File: config.mk
export PLATFORM = sky130hd
export DESIGN_NAME = fifo_wr_arbiter
export DESIGN_NICKNAME = d
export VERILOG_FILES = /design/src/rtl/fifo_wr_arbiter.sv
export SDC_FILE = /design/constraint.sdc
export NUM_CORES = 1
export LEC_CHECK = 0
export BUFFER_PORTS_ARGS = -buffer_cell sky130_fd_sc_hd__buf_2
export CORE_MARGIN = 2
export CORE_UTILIZATION = 47
export CTS_CLUSTER_DIAMETER = 80
export DETAILED_ROUTE_END_ITERATION = 6
export PLACE_DENSITY = 0.95
export SETUP_SLACK_MARGIN = 0.05
export SLEW_MARGIN = 15
export SYNTH_ARGS = -nofsm -noshare
export SYNTH_HDL_FRONTEND = slang
export SYNTH_SLANG_ARGS = --single-unit
File: constraint.sdc
create_clock -name w_clk -period 3.03 [get_ports w_clk]
set_input_delay 0.7575 -clock w_clk [delete_from_list [all_inputs] [get_ports w_clk]]
set_output_delay 0.7575 -clock w_clk [all_outputs]
set_load 0.01 [all_outputs]
File: src/rtl/fifo_wr_arbiter.sv
// fifo_wr_arbiter: round-robin arbiter and write sequencer for the write port
// of an async FIFO. One producer owns the port at a time for a burst of up to
// MAX_BURST words. Write enable and data toward the FIFO are registered, and
// the port stalls while the FIFO reports almost-full.
module fifo_wr_arbiter #(
  parameter int DATA_WIDTH = 32,
  parameter int NUM_REQ    = 4,
  parameter int MAX_BURST  = 8
) (
  input  logic                          w_clk,
  input  logic                          wrst,
  input  logic [NUM_REQ-1:0]            wr_req,
  input  logic [NUM_REQ*DATA_WIDTH-1:0] data_in,
  input  logic                          f_afull,
  output logic [NUM_REQ-1:0]            wr_ack,
  output logic [NUM_REQ-1:0]            grant,
  output logic [DATA_WIDTH-1:0]         d_out,
  output logic                          w_en,
  output logic                          busy
);

  localparam int IDX_W = (NUM_REQ > 1) ? $clog2(NUM_REQ) : 1;

  typedef enum logic {
    IDLE,
    BURST
  } state_t;

  state_t                  state;
  logic [IDX_W-1:0]        owner;
  logic [IDX_W-1:0]        rr_ptr;
  logic [7:0]              burst_cnt;

  logic [IDX_W-1:0]        pick;
  logic [IDX_W-1:0]        scan_idx;
  logic                    pick_valid;
  logic                    owner_req;
  logic                    accept;
  logic                    last_word;
  logic [DATA_WIDTH-1:0]   owner_data;

  // Round-robin search: first requester strictly after the last owner, wrapping.
  always_comb begin
    pick       = rr_ptr;
    pick_valid = 1'b0;
    scan_idx   = rr_ptr;
    for (int k = 1; k <= NUM_REQ; k++) begin
      scan_idx = IDX_W'((int'(rr_ptr) + k) % NUM_REQ);
      if (!pick_valid && wr_req[scan_idx]) begin
        pick       = scan_idx;
        pick_valid = 1'b1;
      end
    end
  end

  // Grant is decoded purely from registered state so it cannot glitch.
  always_comb begin
    grant = '0;
    if (state == BURST) begin
      grant[owner] = 1'b1;
    end
  end

  assign owner_req  = wr_req[owner];
  assign owner_data = data_in[int'(owner)*DATA_WIDTH +: DATA_WIDTH];
  assign accept     = (state == BURST) && owner_req && !f_afull;
  assign last_word  = (burst_cnt == 8'(MAX_BURST - 1));
  assign wr_ack     = grant & wr_req & {NUM_REQ{~f_afull}};
  assign busy       = (state == BURST);

  // Arbitration/burst FSM plus the registered write port toward the FIFO.
  always_ff @(posedge w_clk or posedge wrst) begin
    if (wrst) begin
      state     <= IDLE;
      owner     <= '0;
      rr_ptr    <= IDX_W'(NUM_REQ - 1);
      burst_cnt <= 8'd0;
      w_en      <= 1'b0;
      d_out     <= '0;
    end else begin
      w_en <= 1'b0;
      case (state)
        IDLE: begin
          if (pick_valid) begin
            owner     <= pick;
            rr_ptr    <= pick;
            burst_cnt <= 8'd0;
            state     <= BURST;
          end
        end
        BURST: begin
          if (!owner_req) begin
            state <= IDLE;
          end else if (accept) begin
            w_en      <= 1'b1;
            d_out     <= owner_data;
            burst_cnt <= burst_cnt + 8'd1;
            if (last_word) begin
              state <= IDLE;
            end
          end
        end
        default: state <= IDLE;
      endcase
    end
  end

endmodule

## Yosys cells after proc, flatten, opt, wreduce, memory -nomap -nowiden

Cells that the tools add are included.

- Register bits: 46
- Input port bits: 135
- Output and inout port bits: 42
- Logic and storage cells: 72

- Add/sub/neg operators: 5
- Order comparisons: 6
- Eq/ne operators: 4
- Shift-type cells: 1
- Mux-type cells: 33
- Bitwise gates (word level): 4
- Reductions and logical operators: 13

Operators with widths:

| kind | count |
|---|---|
| $shiftx 128x8->32 | 1 |
| $mux 8 | 3 |
| $mux 1 | 17 |
| $pmux 8 s2 | 1 |
| $lt 2x3->1 const B | 5 |
| $bmux 1 s2 | 5 |
| $add 8x1->8 const B | 1 |
| $and 4x4->4 | 2 |
| $eq 8x3->1 const B | 1 |
| $mux 2 | 4 |
| $logic_and 1x1->1 | 6 |
| $reduce_and 3->1 | 2 |
| $add 2x1->2 const B | 2 |
| $add 2x2->2 const B | 2 |
| $logic_not 1->1 | 4 |
| $mux 4 | 1 |
| $ne 2x1->1 const B | 2 |
| $demux 1 s2 | 1 |
| $ge 2x1->1 const B | 1 |
| $ne 2x2->1 const B | 1 |
| $not 1->1 | 2 |
| $pmux 1 s2 | 1 |
| $reduce_and 2->1 | 1 |

## Longest topological paths before layout

Gate-level depths: netlist (run 1).

- Depth after elaboration: 15
- Depth in mapped cells: 6
- Gate-level depth less buffers: 4

## Worst setup path before layout (run 1)

Ideal clock, no wire load.

- Path kind: input to output
- Start point: input port f_afull
- End point: output port wr_ack[0]
- Data arrival time: 1528 ps
- Slack: 744 ps
- Stages: 2
- Path through: or3b_1 nor3b_1

- Longest elaborated chain between the ends: 2

Ends and longest elaborated chain:

| item | line | text |
|---|---|---|
| start, declared | 14 | `input logic f_afull,` |
| $not 1->1 | 68 | `assign wr_ack = grant & wr_req & {NUM_REQ{~f_afull}};` |
| $and 4x4->4 | 68 |  |
| end, declared | 15 | `output logic [NUM_REQ-1:0] wr_ack,` |

No other way between the ends.

## Worst setup path after layout (run 1)

- Start point: register owner[1]
- End point: output port wr_ack[2]

- Longest elaborated chain between the ends: 7
- Elaborated cells on any way between the ends: 8

Ends and longest elaborated chain:

| item | line | text |
|---|---|---|
| start, declared | 30 | `logic [IDX_W-1:0] owner;` |
| start signal, assigned | 85 | `owner <= pick;` |
| $lt 2x3->1 (implied by the code) or $ge 2x1->1 (tied branches) | 60 | `grant[owner] = 1'b1;` |
| $logic_and 1x1->1 (implied by the code) | 60 |  |
| $mux 1 (implied by the code) | 60 |  |
| $demux 1 s2 (*) | 60 |  |
| $mux 4 (*) | 59 | `if (state == BURST) begin` |
| $and 4x4->4 (*) (2 in series) | 68 |  |

Every way passes the cells marked *; elsewhere a longest branch is shown, timed or not.

==> reports/metrics.yaml, run 1 <==
clock_tree:
  cts_tree: "done"
  cts_buffers: 5
  clk_pin_slew_worst_paths_ns: 0.08
  cts_sinks: 46
  cts-root-buf: "clkbuf_8"
  clk_path_buf_depth: 2
  ctsHoldBuffers: 0
  post_cts_buffers: 0
  clock_latency_ns: 0.30
  htree_levels: 2
  cts_resized: 0
route:
  wl_mm: 7.53
  routedWlPerCell_um: 16.8
  drcViolationCount: 0
  drt_iter0_markers: 56
  routed_via_density: 5.50
  postRouteAntennaNets: 0
  routed-via-count: 2457
  first_pass_iters: 4
sta:
  fin_crit_sh: 0.860
  grt_setup_unrepaired: "false"
  finalClockSkew_ns: 0.00655
  drv_slew: 0
  fmax_mhz: 384
  hold_viol: 0
  fin_ws_ns: 0.424
  setup_tns_ns: 0
  min_period_ns: 2.61
  tightestPinTransition_ns: 0.687
  max_slew_margin: 0.541
  finalSetupViolations: 0
floorplanning:
  start_util: 0.482
  num_rows: 28
  ios: 177
  fp.dieH_um: 81.4
  die_w_um: 81.4
  core-area_um2: 5850
  dieArea_um2: 6630
synthesis:
  syn_area_per_cell_um2: 14.2
  syn_nets: 335
  synthCells: 199
  yosys.area.top_type: "dfrtp_1"
  synth_area_leaders: "dfrtp_1 39%, mux4_2 26%, mux2_2 13%"
  yosys_register_bits: 46
  yosysSeqAreaShare: 0.409
  synth.distinct_cells: 38
  ys_warn_count: 0
  synth_top_area_frac: 0.391
  synthArstFlopShare: 1.00
  synth_flop_cell: "dfrtp_1"
  synth_edf_count: 0
  syn-cell-area_um2: 2820
pwr:
  swShare: 0.370
  p_leak_uw: 0.00191
  intPower_uw: 2050
  power_frac_seq: 0.347
  switching_power_uw: 1200
  ir_worst_vdd_mv: 0.597
  p_per_area_nw_per_um2: 849
  power_frac_comb: 0.535
  clkPwrFrac: 0.118
setup_path:
  cp_max_fo: 38
  slowest_stage: "buf_4"
  path_cells: "buf_4, nand2_1, nor4b_1, buf_2"
  cp-startpoint: "owner[1]$_DFFE_PP0P_"
  crit_family: "buffers and inverters"
  worst_ep_arrival_time_ns: 1.85
  slowest_delay_ns: 0.43
  start_kind: "flop"
  required_ns: 2.27
  path_buf_inv: 2
  timing.rr.start: "owner[0]$_DFFE_PP0P_"
  cp-end-kind: "primary output"
  path_class: "flop to primary output"
global_route:
  overflow: 0
  grt_pass1_vias: 2621
  grt_pass1_wl_mm: 11.6
  met1_usage: 0.243
  antenna_found_initial: 0
  grt_max_degree: 42
  met2_usage: 0.417
  grt_busiest_layer: "met2"
  groute.usage.overall: 0.230
  use_met3: 0.0582
cells_and_area:
  area_delta_synth_final_pct: 36.0
  drive_gt1_frac: 0.696
  nets: 507
  nFillCells: 444
  insertedDiodeCount: 0
placement:
  dp_slack_ns: 0.543
  dp_hpwl_mm: 6.03
  gp_congestion: 0.770
  numPortBuffers: 176
worst_hold_path:
  min_path_type: "flop to flop"
  min-delay-start: "d_out[1]$_DFFE_PP0P_"
flow_run:
  maxCapViolations: 0
status:
  outcome: "finished, final reports clean"
[cell usage after synthesis, drive strengths merged (3+ instances only)]
library cell and instances:
dfrtp 44, mux4 33, mux2 32, nand2 13, buf 12, nor2 12, inv 5, mux2i 5
o21ai 5, a21o 4, clkbuf 3, nand3 3, nand4 3
[worst reg2reg max path: stages (launching register included)]
cell and delay (ns):
dfrtp_2 0.80, buf_4 0.46, mux4_2 0.59, mux2_2 0.28
[power by group through the flow]
stage / Sequential, µW / Combinational [µW] / Clock (µW)
after floorplan: 1150 / 1200 / 0
after global placement: 1120 / 1690 / 0
after detailed placement: 1150 / 1760 / 0
after CTS: 1130 / 1760 / 396
after global routing: 1180 / 1880 / 436
final: 1130 / 1740 / 385
[path summary, 6_finish.rpt]
| path | slack (ns) | to | cells past startpoint |
|---|---|---|---|
| worst max-delay path | 0.42 | wr_ack[2] | 4 |
| worst min-delay path | 0.51 | d_out[1]$_DFFE_PP0P_ | 1 |
| worst max register to register | 0.79 | d_out[1]$_DFFE_PP0P_ | 3 |
| worst min register to register | 0.51 | d_out[1]$_DFFE_PP0P_ | 1 |
| max in group asynchronous | 1.84 | d_out[30]$_DFFE_PP0P_ | 3 |
| min in group asynchronous | 0.55 | d_out[6]$_DFFE_PP0P_ | 2 |
[cell usage in the layout (no fill, tap or decap), types with 2 or more instances in the layout]
cell type,Yosys,routed
buf_4,1,3
and3_1,2,2
nand4_1,2,2
clkbuf_8,0,6
a21o_1,4,4
nand2_1,13,13
o21ai_0,5,5
nor2_1,12,12
mux2_2,32,32
dfstp_2,2,2
mux2i_1,5,5
dfrtp_1,44,43
inv_1,5,4
mux4_2,33,33
buf_2,6,176
nor3b_1,2,2
nand3_1,3,3
a31oi_1,2,2
[stage by stage]
step / util / hold slack (ns) / total power (µW) / instance area [µm²] / cells
2_1_floorplan: - / 0.474 / 2350 / 2820 / 199
3_3_place_gp: 0.639 / 0.484 / 2810 / 3740 / 439
3_5_place_dp: 0.639 / 0.491 / 2910 / 3740 / 439
4_1_cts: 0.655 / 0.509 / 3290 / 3830 / 447
5_1_grt: 0.655 / 0.524 / 3490 / 3830 / 447
6_report: 0.655 / 0.506 / 3260 / 3830 / 447
[cells by family after synthesis]
kind of cell / synth area share
DFF: 0.409
muxes: 0.409
adders and majority gates: 0.00444
AOI/OAI and AO/OA: 0.0502
buffers and inverters: 0.0413
and+or+nand+nor: 0.0794
xor gates and xnor gates: 0.00622
[per-layer routing]
metal,up-vias,routed length [µm]
li1,1118,-
met1,1203,2580
met2,109,4140
met3,27,583
met4,0,225
met5,-,0
[sequential cells by signal, indices dropped and copies added, names as in the netlist]
name / flops
burst_cnt: 8
owner: 2
w_en: 1
rr_ptr: 2
busy: 1
d_out: 32
[cell type report]
class,instances,area [µm²],share of cell area
clock inverters,2,12.5,0.00326
multi-input cells,133,1550,0.404
repair buffers,180,923,0.241
clock buffers,6,82.6,0.0215
flip-flops and latches,46,1150,0.301
inverters,5,18.8,0.00489
well taps,75,93.8,0.0245
Note: power is estimated with default switching activity, not from simulation.
==> run 2, diff against run 1 <==
ABC_AREA = 1   (was unset)
==> reports/metrics.yaml, run 2 <==
setup_path:
  r2r_cells: 11  # +8
  slowest_stage: "inv_2"
  regToRegEndpoint: "burst_cnt[5]$_DFFE_PP0P_"
  cp-end-kind: "primary output"
  slowest_delay_ns: 0.52  # +0.09 ns
  cp_max_fo: 36  # -5.3%
  rrSetupSlack_ns: 0.84  # +0.05 ns
  path_cells: "inv_2, nand3_1, nor2_1, buf_2"
  timing.rr.start: "owner[1]$_DFFE_PP0P_"
  worst_ep_arrival_time_ns: 1.73  # -0.12 ns
  start_kind: "flop"
  required_ns: 2.27  # about the same
  path_class: "flop to primary output"
synthesis:
  synth_edf_count: 0  # unchanged
  syn_area_per_cell_um2: 6.65  # -53%
  yosys_register_bits: 46  # unchanged
  synth_mux_area_frac: 0  # -0.409
  synth_simple_gate_area_frac: 0.393  # +0.313
  synthAdderAreaFrac: 0.00429  # -0.000150
  yosys.area.top_type: "dfrtp_1"
  synth_common_cells: "165 x nand2_1, 76 x nand3_1, 44 x dfrtp_1, 33 x a21oi_1, 32 x o21ai_1"
  synth_xor_area_frac: 0.0150  # +0.00879
  synthArstFlopShare: 1.00  # unchanged
  ys_warn_count: 0  # unchanged
  synth.distinct_cells: 25  # -34%
  synth_top_area_frac: 0.377  # -0.0132
  synth_area_leaders: "dfrtp_1 38%, nand2_1 21%, nand3_1 13%"
  synth.most_common_cell: "nand2_1"
  synth_top_family_by_area: "simple AND/OR/NAND/NOR gates"
  synthCells: 439  # +120%
  syn-cell-area_um2: 2920  # +3.5%
  synth_compound_area_frac: 0.125  # +0.0746
  syn_nets: 575  # +72%
  yosysSeqAreaShare: 0.395  # -0.0139
  synth_flop_cell: "dfrtp_1"
sta:
  hold_viol: 0  # unchanged
  min_period_ns: 2.49  # -0.116 ns
  tightestPinTransition_ns: 0.937  # +0.250 ns
  grt_setup_unrepaired: "false"
  setup_tns_ns: 0  # unchanged
  fin_crit_sh: 0.822  # -0.0382
  finalClockSkew_ns: 0.00718  # +0.000633 ns
  drv_slew: 0  # unchanged
  finalSetupViolations: 0  # unchanged
  fmax_mhz: 402  # +4.6%
  max_slew_margin: 0.374  # -0.167
pwr:
  power_frac_seq: 0.307  # -0.040
  power_frac_comb: 0.584  # +0.049
  p_leak_uw: 0.00220  # +16%
  swShare: 0.489  # +0.120
  switching_power_uw: 1700  # +41%
  ir_worst_vdd_mv: 0.674  # +13%
  clkPwrFrac: 0.109  # -0.009
  intPower_uw: 1770  # -14%
  p_per_area_nw_per_um2: 886  # +4.3%
cells_and_area:
  top_regs: "d_out (32), burst_cnt (8)"
  nets: 737  # +45%
  final_cell_mix: "176 x buf_2, 165 x nand2_1, 76 x nand3_1, 44 x dfrtp_1, 33 x a21oi_1"
  area_delta_synth_final_pct: 34.0
  largest_reg_flops: 32  # unchanged
  regMostFlops: "d_out"
  final_common_cell: "buf_2"
  drive_gt1_frac: 0.336  # -0.361
  design_area_um2: 3910  # +2.0%
route:
  routed-via-count: 3594  # +46%
  postRouteAntennaNets: 0  # unchanged
  wl_mm: 9.30  # +24%
  routed_via_density: 5.30  # -3.6%
  first_pass_iters: 4  # unchanged
  routedWlPerCell_um: 13.7  # -19%
  drcViolationCount: 0  # unchanged
  drt_iter0_markers: 169  # +200%
floorplanning:
  die_w_um: 82.8  # +1.7%
  num_rows: 28  # unchanged
  start_util: 0.490  # +0.00809
  core-area_um2: 5960  # +1.8%
  ios: 177  # unchanged
  fp.dieH_um: 82.8  # +1.7%
  dieArea_um2: 6850  # +3.3%
placement:
  numPortBuffers: 176  # unchanged
  dp_hpwl_mm: 6.99  # +16%
  dpl_cell_area_um2: 3820  # +2.1%
  gp_congestion: 0.969  # +26%
clock_tree:
  clock_latency_ns: 0.29  # about the same
  clk_path_buf_depth: 2  # unchanged
  cts_resized: 0  # unchanged
  cts_sinks: 46  # unchanged
  post_cts_buffers: 0  # unchanged
  cts_tree: "done"
  htree_levels: 2  # unchanged
  ctsHoldBuffers: 0  # unchanged
  cts-root-buf: "clkbuf_8"
  clk_pin_slew_worst_paths_ns: 0.08  # about the same
  cts_buffers: 5  # unchanged
status:
  outcome: "finished, final reports clean"
worst_hold_path:
  hold-path-endpoint: "d_out[0]$_DFFE_PP0P_"
  min_path_type: "flop to flop"
  min-delay-start: "d_out[0]$_DFFE_PP0P_"
  holdPathStages: 2  # +1
global_route:
  overflow: 0  # unchanged
  antenna_found_initial: 1  # +1
  groute.usage.overall: 0.270  # +0.0401
  grt_pass1_wl_mm: 14.4  # +24%
  grt_pass1_vias: 3294  # +26%
  grt_max_degree: 47  # +12%
flow_run:
  maxCapViolations: 0  # unchanged
[run 2: per-stage QoR]
stage,power [µW],hold slack (ns),std cells,util,setup WS (ns)
2_1_floorplan,2450,0.487,439,-,1.16
3_3_place_gp,2990,0.469,669,0.641,0.930
3_5_place_dp,3100,0.473,669,0.641,0.851
4_1_cts,3480,0.494,677,0.656,0.546
5_1_grt,3800,0.522,678,0.657,0.373
6_report,3470,0.489,678,0.657,0.540
[run 2: per-layer routing]
| layer | part of all wire | global-route usage | up-vias |
|---|---|---|---|
| met3 | 0.069 | 0.0519 | 15 |
| met1 | 0.40 | 0.324 | 1635 |
| met5 | 0 | 0 | - |
| met2 | 0.51 | 0.495 | 176 |
| li1 | - | - | 1768 |
| met4 | 0.019 | 0.0689 | 0 |
[run 2: worst max-delay path by stage]
stage / slack (ns) / start / endpoint / cells past startpoint
2_1_floorplan: 1.16 / f_afull / wr_ack[0] / 3
3_3_place_gp: 0.93 / owner[1]$_DFFE_PP0P_ / wr_ack[1] / 4
3_5_place_dp: 0.85 / owner[1]$_DFFE_PP0P_ / wr_ack[1] / 4
4_1_cts: 0.55 / owner[1]$_DFFE_PP0P_ / wr_ack[1] / 4
5_1_grt: 0.37 / owner[1]$_DFFE_PP0P_ / wr_ack[1] / 4
6_report: 0.54 / owner[1]$_DFFE_PP0P_ / wr_ack[1] / 4
[run 2: cell type report]
cell class | instances | area (µm²)
Clock buffer | 7 | 86.3
Clock inverter | 1 | 5.00
Inverter | 20 | 75.1
Timing Repair Buffer | 182 | 926
Sequential cell | 46 | 1150
Tap cell | 75 | 93.8
Multi-Input combinational cell | 346 | 1570
Fill cell | 536 | 2040
Antenna cell | 1 | 2.50
[run 2: worst max-delay path: cells and delay by family, from the launching register on]
kind,cells,cell delay [ns]
buf+inv,2,0.65
flops,1,0.44
simple gates,2,0.35
[run 2: kinds of logic (layout without fill, tap and decap cells)]
group	after synthesis	after routing
buffers and inverters	47	210
other	0	1
XOR/XNOR	5	5
AND/OR/NAND/NOR	269	269
AO/OA/AOI/OAI	71	71
adder cells (fa/ha/maj)	1	1
flip-flops	46	46
[run 2: power groups by stage]
stage	clock, µW	sequential [µW]	combinational, µW
3_5_place_dp	0	1060	2030
2_1_floorplan	0	1080	1370
6_report	377	1060	2020
4_1_cts	388	1060	2030
3_3_place_gp	0	1050	1940
5_1_grt	413	1090	2290
